===== config.mk =====
export PLATFORM = sky130hd
export DESIGN_NAME = sha256_round_stage_59
export DESIGN_NICKNAME = d
export VERILOG_FILES = /design/src/rtl/sha256_round_stage_59_pkg.sv /design/src/rtl/sha256_round_core.sv /design/src/rtl/sha256_round_stage_59.sv
export SDC_FILE = /design/constraint.sdc
export NUM_CORES = 2
export LEC_CHECK = 0
export ABC_AREA = 0
export BUFFER_PORTS_ARGS = -buffer_cell sky130_fd_sc_hd__buf_2
export CAP_MARGIN = 20
export CORE_AREA = 4 4 480 482
export DETAILED_ROUTE_END_ITERATION = 16
export DIE_AREA = 0 0 484 486
export SYNTH_ARGS = -nofsm -noshare
export SYNTH_HDL_FRONTEND = slang
export SYNTH_SLANG_ARGS = --single-unit

===== constraint.sdc =====
create_clock -name CLK -period 88.3 [get_ports CLK]
set_input_delay 4.415 -clock CLK [delete_from_list [all_inputs] [get_ports CLK]]
set_output_delay 4.415 -clock CLK [all_outputs]
set_load 0.05 [all_outputs]

===== src/rtl/sha256_round_stage_59_pkg.sv =====
// Shared SHA-256 round definitions: widths, the K constant table, state layout,
// buffer states and the round boolean functions used by every round stage.
package sha256_round_stage_59_pkg;

  localparam int unsigned WORD_W  = 32;
  localparam int unsigned STATE_W = 256;
  localparam int unsigned WIN_W   = 352;

  typedef logic [WORD_W-1:0] word_t;

  // Working variables in transport order: a occupies the top word.
  typedef struct packed {
    word_t a;
    word_t b;
    word_t c;
    word_t d;
    word_t e;
    word_t f;
    word_t g;
    word_t h;
  } sha_state_t;

  typedef enum logic [1:0] {
    BUF_EMPTY = 2'd0,
    BUF_ONE   = 2'd1,
    BUF_FULL  = 2'd2
  } buf_state_e;

  localparam word_t K_TABLE [64] = '{
    32'h428a2f98, 32'h71374491, 32'hb5c0fbcf, 32'he9b5dba5,
    32'h3956c25b, 32'h59f111f1, 32'h923f82a4, 32'hab1c5ed5,
    32'hd807aa98, 32'h12835b01, 32'h243185be, 32'h550c7dc3,
    32'h72be5d74, 32'h80deb1fe, 32'h9bdc06a7, 32'hc19bf174,
    32'he49b69c1, 32'hefbe4786, 32'h0fc19dc6, 32'h240ca1cc,
    32'h2de92c6f, 32'h4a7484aa, 32'h5cb0a9dc, 32'h76f988da,
    32'h983e5152, 32'ha831c66d, 32'hb00327c8, 32'hbf597fc7,
    32'hc6e00bf3, 32'hd5a79147, 32'h06ca6351, 32'h14292967,
    32'h27b70a85, 32'h2e1b2138, 32'h4d2c6dfc, 32'h53380d13,
    32'h650a7354, 32'h766a0abb, 32'h81c2c92e, 32'h92722c85,
    32'ha2bfe8a1, 32'ha81a664b, 32'hc24b8b70, 32'hc76c51a3,
    32'hd192e819, 32'hd6990624, 32'hf40e3585, 32'h106aa070,
    32'h19a4c116, 32'h1e376c08, 32'h2748774c, 32'h34b0bcb5,
    32'h391c0cb3, 32'h4ed8aa4a, 32'h5b9cca4f, 32'h682e6ff3,
    32'h748f82ee, 32'h78a5636f, 32'h84c87814, 32'h8cc70208,
    32'h90befffa, 32'ha4506ceb, 32'hbef9a3f7, 32'hc67178f2
  };

  function automatic word_t rotr(input word_t x, input int unsigned n);
    return (x >> n) | (x << (WORD_W - n));
  endfunction

  function automatic word_t big_sigma0(input word_t x);
    return rotr(x, 2) ^ rotr(x, 13) ^ rotr(x, 22);
  endfunction

  function automatic word_t big_sigma1(input word_t x);
    return rotr(x, 6) ^ rotr(x, 11) ^ rotr(x, 25);
  endfunction

  function automatic word_t ch(input word_t e, input word_t f, input word_t g);
    return (e & f) ^ (~e & g);
  endfunction

  function automatic word_t maj(input word_t a, input word_t b, input word_t c);
    return (a & b) ^ (a & c) ^ (b & c);
  endfunction

endpackage


===== src/rtl/sha256_round_core.sv =====
// Combinational SHA-256 compression round: one state update from W_t and K_t.
module sha256_round_core
  import sha256_round_stage_59_pkg::*;
(
  input  logic [STATE_W-1:0] state,
  input  logic [WORD_W-1:0]  w,
  input  logic [WORD_W-1:0]  k,
  output logic [STATE_W-1:0] next_state
);

  sha_state_t s;
  sha_state_t n;
  word_t      t1;
  word_t      t2;

  assign s  = state;
  assign t1 = s.h + big_sigma1(s.e) + ch(s.e, s.f, s.g) + k + w;
  assign t2 = big_sigma0(s.a) + maj(s.a, s.b, s.c);

  always_comb begin
    n.a = t1 + t2;
    n.b = s.a;
    n.c = s.b;
    n.d = s.c;
    n.e = s.d + t1;
    n.f = s.e;
    n.g = s.f;
    n.h = s.g;
  end

  assign next_state = n;

endmodule


===== src/rtl/sha256_round_stage_59.sv =====
// SHA-256 round 59 pipeline stage: round core feeding a 2-entry output/skid buffer
// whose in_ready depends only on the registered skid occupancy.
module sha256_round_stage_59
  import sha256_round_stage_59_pkg::*;
#(
  parameter logic [WORD_W-1:0] ROUND_K = K_TABLE[59]
) (
  input  logic               CLK,
  input  logic               RST,
  input  logic               in_valid,
  output logic               in_ready,
  input  logic [STATE_W-1:0] state_in,
  input  logic [WIN_W-1:0]   w_block_in,
  output logic               out_valid,
  input  logic               out_ready,
  output logic [STATE_W-1:0] state_out,
  output logic [WIN_W-1:0]   w_block_out
);

  buf_state_e         state_q, state_d;
  logic               out_valid_q, out_valid_d;
  logic               skid_full_q, skid_full_d;
  logic [STATE_W-1:0] out_state_q, out_state_d;
  logic [WIN_W-1:0]   out_w_q, out_w_d;
  logic [STATE_W-1:0] skid_state_q, skid_state_d;
  logic [WIN_W-1:0]   skid_w_q, skid_w_d;
  logic [STATE_W-1:0] round_state;
  logic               in_xfer;
  logic               out_xfer;

  sha256_round_core u_core (
    .state      (state_in),
    .w          (w_block_in[WORD_W-1:0]),
    .k          (ROUND_K),
    .next_state (round_state)
  );

  assign in_xfer  = in_valid & ~skid_full_q;
  assign out_xfer = out_valid_q & out_ready;

  always_ff @(posedge CLK or posedge RST) begin
    if (RST) begin
      state_q      <= BUF_EMPTY;
      out_valid_q  <= 1'b0;
      skid_full_q  <= 1'b0;
      out_state_q  <= '0;
      out_w_q      <= '0;
      skid_state_q <= '0;
      skid_w_q     <= '0;
    end else begin
      state_q      <= state_d;
      out_valid_q  <= out_valid_d;
      skid_full_q  <= skid_full_d;
      out_state_q  <= out_state_d;
      out_w_q      <= out_w_d;
      skid_state_q <= skid_state_d;
      skid_w_q     <= skid_w_d;
    end
  end

  // Buffer sequencing; data registers move only on a transfer.
  always_comb begin
    state_d      = state_q;
    out_state_d  = out_state_q;
    out_w_d      = out_w_q;
    skid_state_d = skid_state_q;
    skid_w_d     = skid_w_q;
    case (state_q)
      BUF_EMPTY: begin
        if (in_xfer) begin
          out_state_d = round_state;
          out_w_d     = w_block_in;
          state_d     = BUF_ONE;
        end
      end
      BUF_ONE: begin
        if (in_xfer && out_xfer) begin
          out_state_d = round_state;
          out_w_d     = w_block_in;
        end else if (in_xfer) begin
          skid_state_d = round_state;
          skid_w_d     = w_block_in;
          state_d      = BUF_FULL;
        end else if (out_xfer) begin
          state_d = BUF_EMPTY;
        end
      end
      BUF_FULL: begin
        if (out_xfer) begin
          out_state_d = skid_state_q;
          out_w_d     = skid_w_q;
          state_d     = BUF_ONE;
        end
      end
      default: state_d = BUF_EMPTY;
    endcase
    out_valid_d = (state_d != BUF_EMPTY);
    skid_full_d = (state_d == BUF_FULL);
  end

  assign in_ready    = ~skid_full_q;
  assign out_valid   = out_valid_q;
  assign state_out   = out_state_q;
  assign w_block_out = out_w_q;

endmodule


==> metrics.csv <==
metric,value,unit
status,"complete, no violations",
startpoint types,input port,
IO Pins,1222,
fin nets,7681,
Synth Instances,5826,
GRT Total Usage,0.1970,
register area,30530,um2
Slew HR,0.2596,
#FFs+latches synth,1220,
TritonRoute pass-1 iters,6,
die span in y,486,um
vias,48460,
Post-CTS Setup Repair Bufs,0,
Critical-path top delay cell,mux2i_1,
share of cells above drive strength 1,0.3041,
Post-CTS Resized,0,
die area,235200,um2
number of synthesis warnings,0,
initial core utilization,0.2592,
Synth top area share,0.5202,
"CTS clk-pin slew, worst paths",0.06,ns
vias in the first global route,47320,
"Distinct cells, synth",69,
Worst Hold Path Cells,2,
routed wire length,240900,um
"top cells by area, synth","dfrtp_1 (52%), mux2_2 (11%), nand2_1 (8.1%)",
largest net degree at the start of global routing,195,
Max Clk Rate,0.08680,GHz
initial antenna violation count,119,
Final Cycle Share,0.1305,
Worst-Margin Slew,1.111,ns
data required time of the worst path,88.91,ns
critical path class,in -> reg,
initial DRC count,3356,
"commonest non-fill, non-tap cell in the layout",nand2_1,
arrival time of the worst setup path,12.13,ns
RSZ-0062 raised after global routing,no,
min cycle time layout,11.52,ns
row count,175,
TNS Setup,0,ns
drt wl/cell,23.99,um
area of the multi-input gates,25870,um2
Hold WS,0.4708,ns
R2R depth,9,
global-route wire length before repair,341100,um
GP Congestion,0.9351,
CP endpoint kind,flip-flop,
asr flop ratio synth,1.000,
Clock Skew,0.02870,ns
"leading cell types in the layout, fill and taps excluded","nand2_1 (1273), buf_2 (1221), dfrtp_1 (1220)",
CTS buffer count,144,
H-tree Lvls,4,
Worst Path Max Fanout,7,
net count after synthesis,6654,
Layout area overhead,24.03,%
DR DRC count,0,
Post-Syn Area,58690,um2
final hold vios,0,
Core Area,226400,um2
Final Setup Violations,0,
hold crit path type,reg -> reg,
cell taking the most area after synthesis,dfrtp_1,
worst-skew pair later-pin latency,0.81,ns
Post-synth EDFFs,0,
CTS Buffer Depth,3,
Port Buffer Count,1221,
syn avg cell area,10.07,um2
sequential share of the synthesized area,0.5202,
gr ovfl total,0,
max incr delay on CP,0.80,ns
hold_buf cts,0,
max-cap viol count,0,
hpwl dp,183400,um
max-slew violations,0,
"Top FF cell, synth",dfrtp_1,
Vias per Instance,4.828,
CTS tree,done,
CTS root buf,clkbuf_16,
Die X,484,um
Final ANT Viol Nets,0,
fillers,23350,
CTS sink count,1220,
Yosys cell counts (all sizes together) (11+ instances only):
cell and number:
a21o 52, a21oi 103, a31oi 595, and3 11, clkbuf 407, dfrtp 1220
fa 95, ha 121, inv 213, maj3 18, mux2 584, mux2i 19
nand2 1273, nand2b 12, nand3 21, nor2 644, nor3 11, o21ai 107
xnor2 157, xor2 62
cell type report:
type / instances / share of cell area
Clock inverter: 46 / 0.009780
Timing Repair Buffer: 1289 / 0.09282
Sequential cell: 1220 / 0.4194
Inverter: 213 / 0.01109
Multi-Input combinational cell: 3985 / 0.3554
Antenna cell: 66 / 0.002269
Tap cell: 3009 / 0.05172
Clock buffer: 211 / 0.05753
per-layer routing:
metal	GRT usage	wire length [um]	vias up
met3	0.06507	20760	489
li1	-	-	21740
met2	0.3048	108300	1858
met5	0	384	-
met1	0.2445	98180	24320
met4	0.1030	13270	60
worst max-delay path: cells and delay by family:
family	cells	cell delay, ns
mux	1	0.80
compound gates	12	2.53
simple gates	4	0.88
xor+xnor	2	0.45
buf+inv	5	0.61
fa+ha+maj	6	2.43
flip-flops by register name, summed over array words and instances, names as in the netlist:
signal,count
skid_full_q,1
state_q,2
out_valid,1
state_out,256
skid_w_q,352
w_block_out,352
skid_state_q,256
worst paths after layout:
check | from | end | slack [ns]
worst max register to register | state_q[0] | w_block_out[232] | 82.73
worst min-delay path | skid_state_q[110] | skid_state_q[110] | 0.47
worst min register to register | skid_state_q[110] | skid_state_q[110] | 0.47
worst max-delay path | state_in[104] | state_out[255] | 76.78
max in group asynchronous | RST | skid_w_q[324] | 81.18
min in group asynchronous | RST | skid_w_q[57] | 3.68
logic make-up (layout without fill, tap and decap cells):
kind of cell / after synthesis / in the layout / synth area share
other: 0 / 66 / 0
XOR/XNOR: 219 / 219 / 0.03268
AO/OA/AOI/OAI: 924 / 924 / 0.09905
adder cells (fa/ha/maj): 234 / 234 / 0.06127
AND/OR/NAND/NOR: 2005 / 2005 / 0.1318
flip-flops: 1220 / 1220 / 0.5202
multiplexers: 603 / 603 / 0.1153
buffers and inverters: 621 / 1759 / 0.03972
per-stage QoR:
step | utilization | worst slack [ns] | instance area [um2] | std cells
CTS | 0.3204 | 77.01 | 72540 | 9969
global route | 0.3213 | 76.48 | 72730 | 10020
floorplan | - | 49.51 | 58690 | 5826
global placement | 0.2987 | 76.27 | 67640 | 9712
detailed placement | 0.2987 | 76.16 | 67640 | 9712
finish | 0.3215 | 76.78 | 72790 | 10040
Power is left out: the tool's default activity adds up to more than one toggle a clock period on the data nets, which glitch-free logic cannot reach.
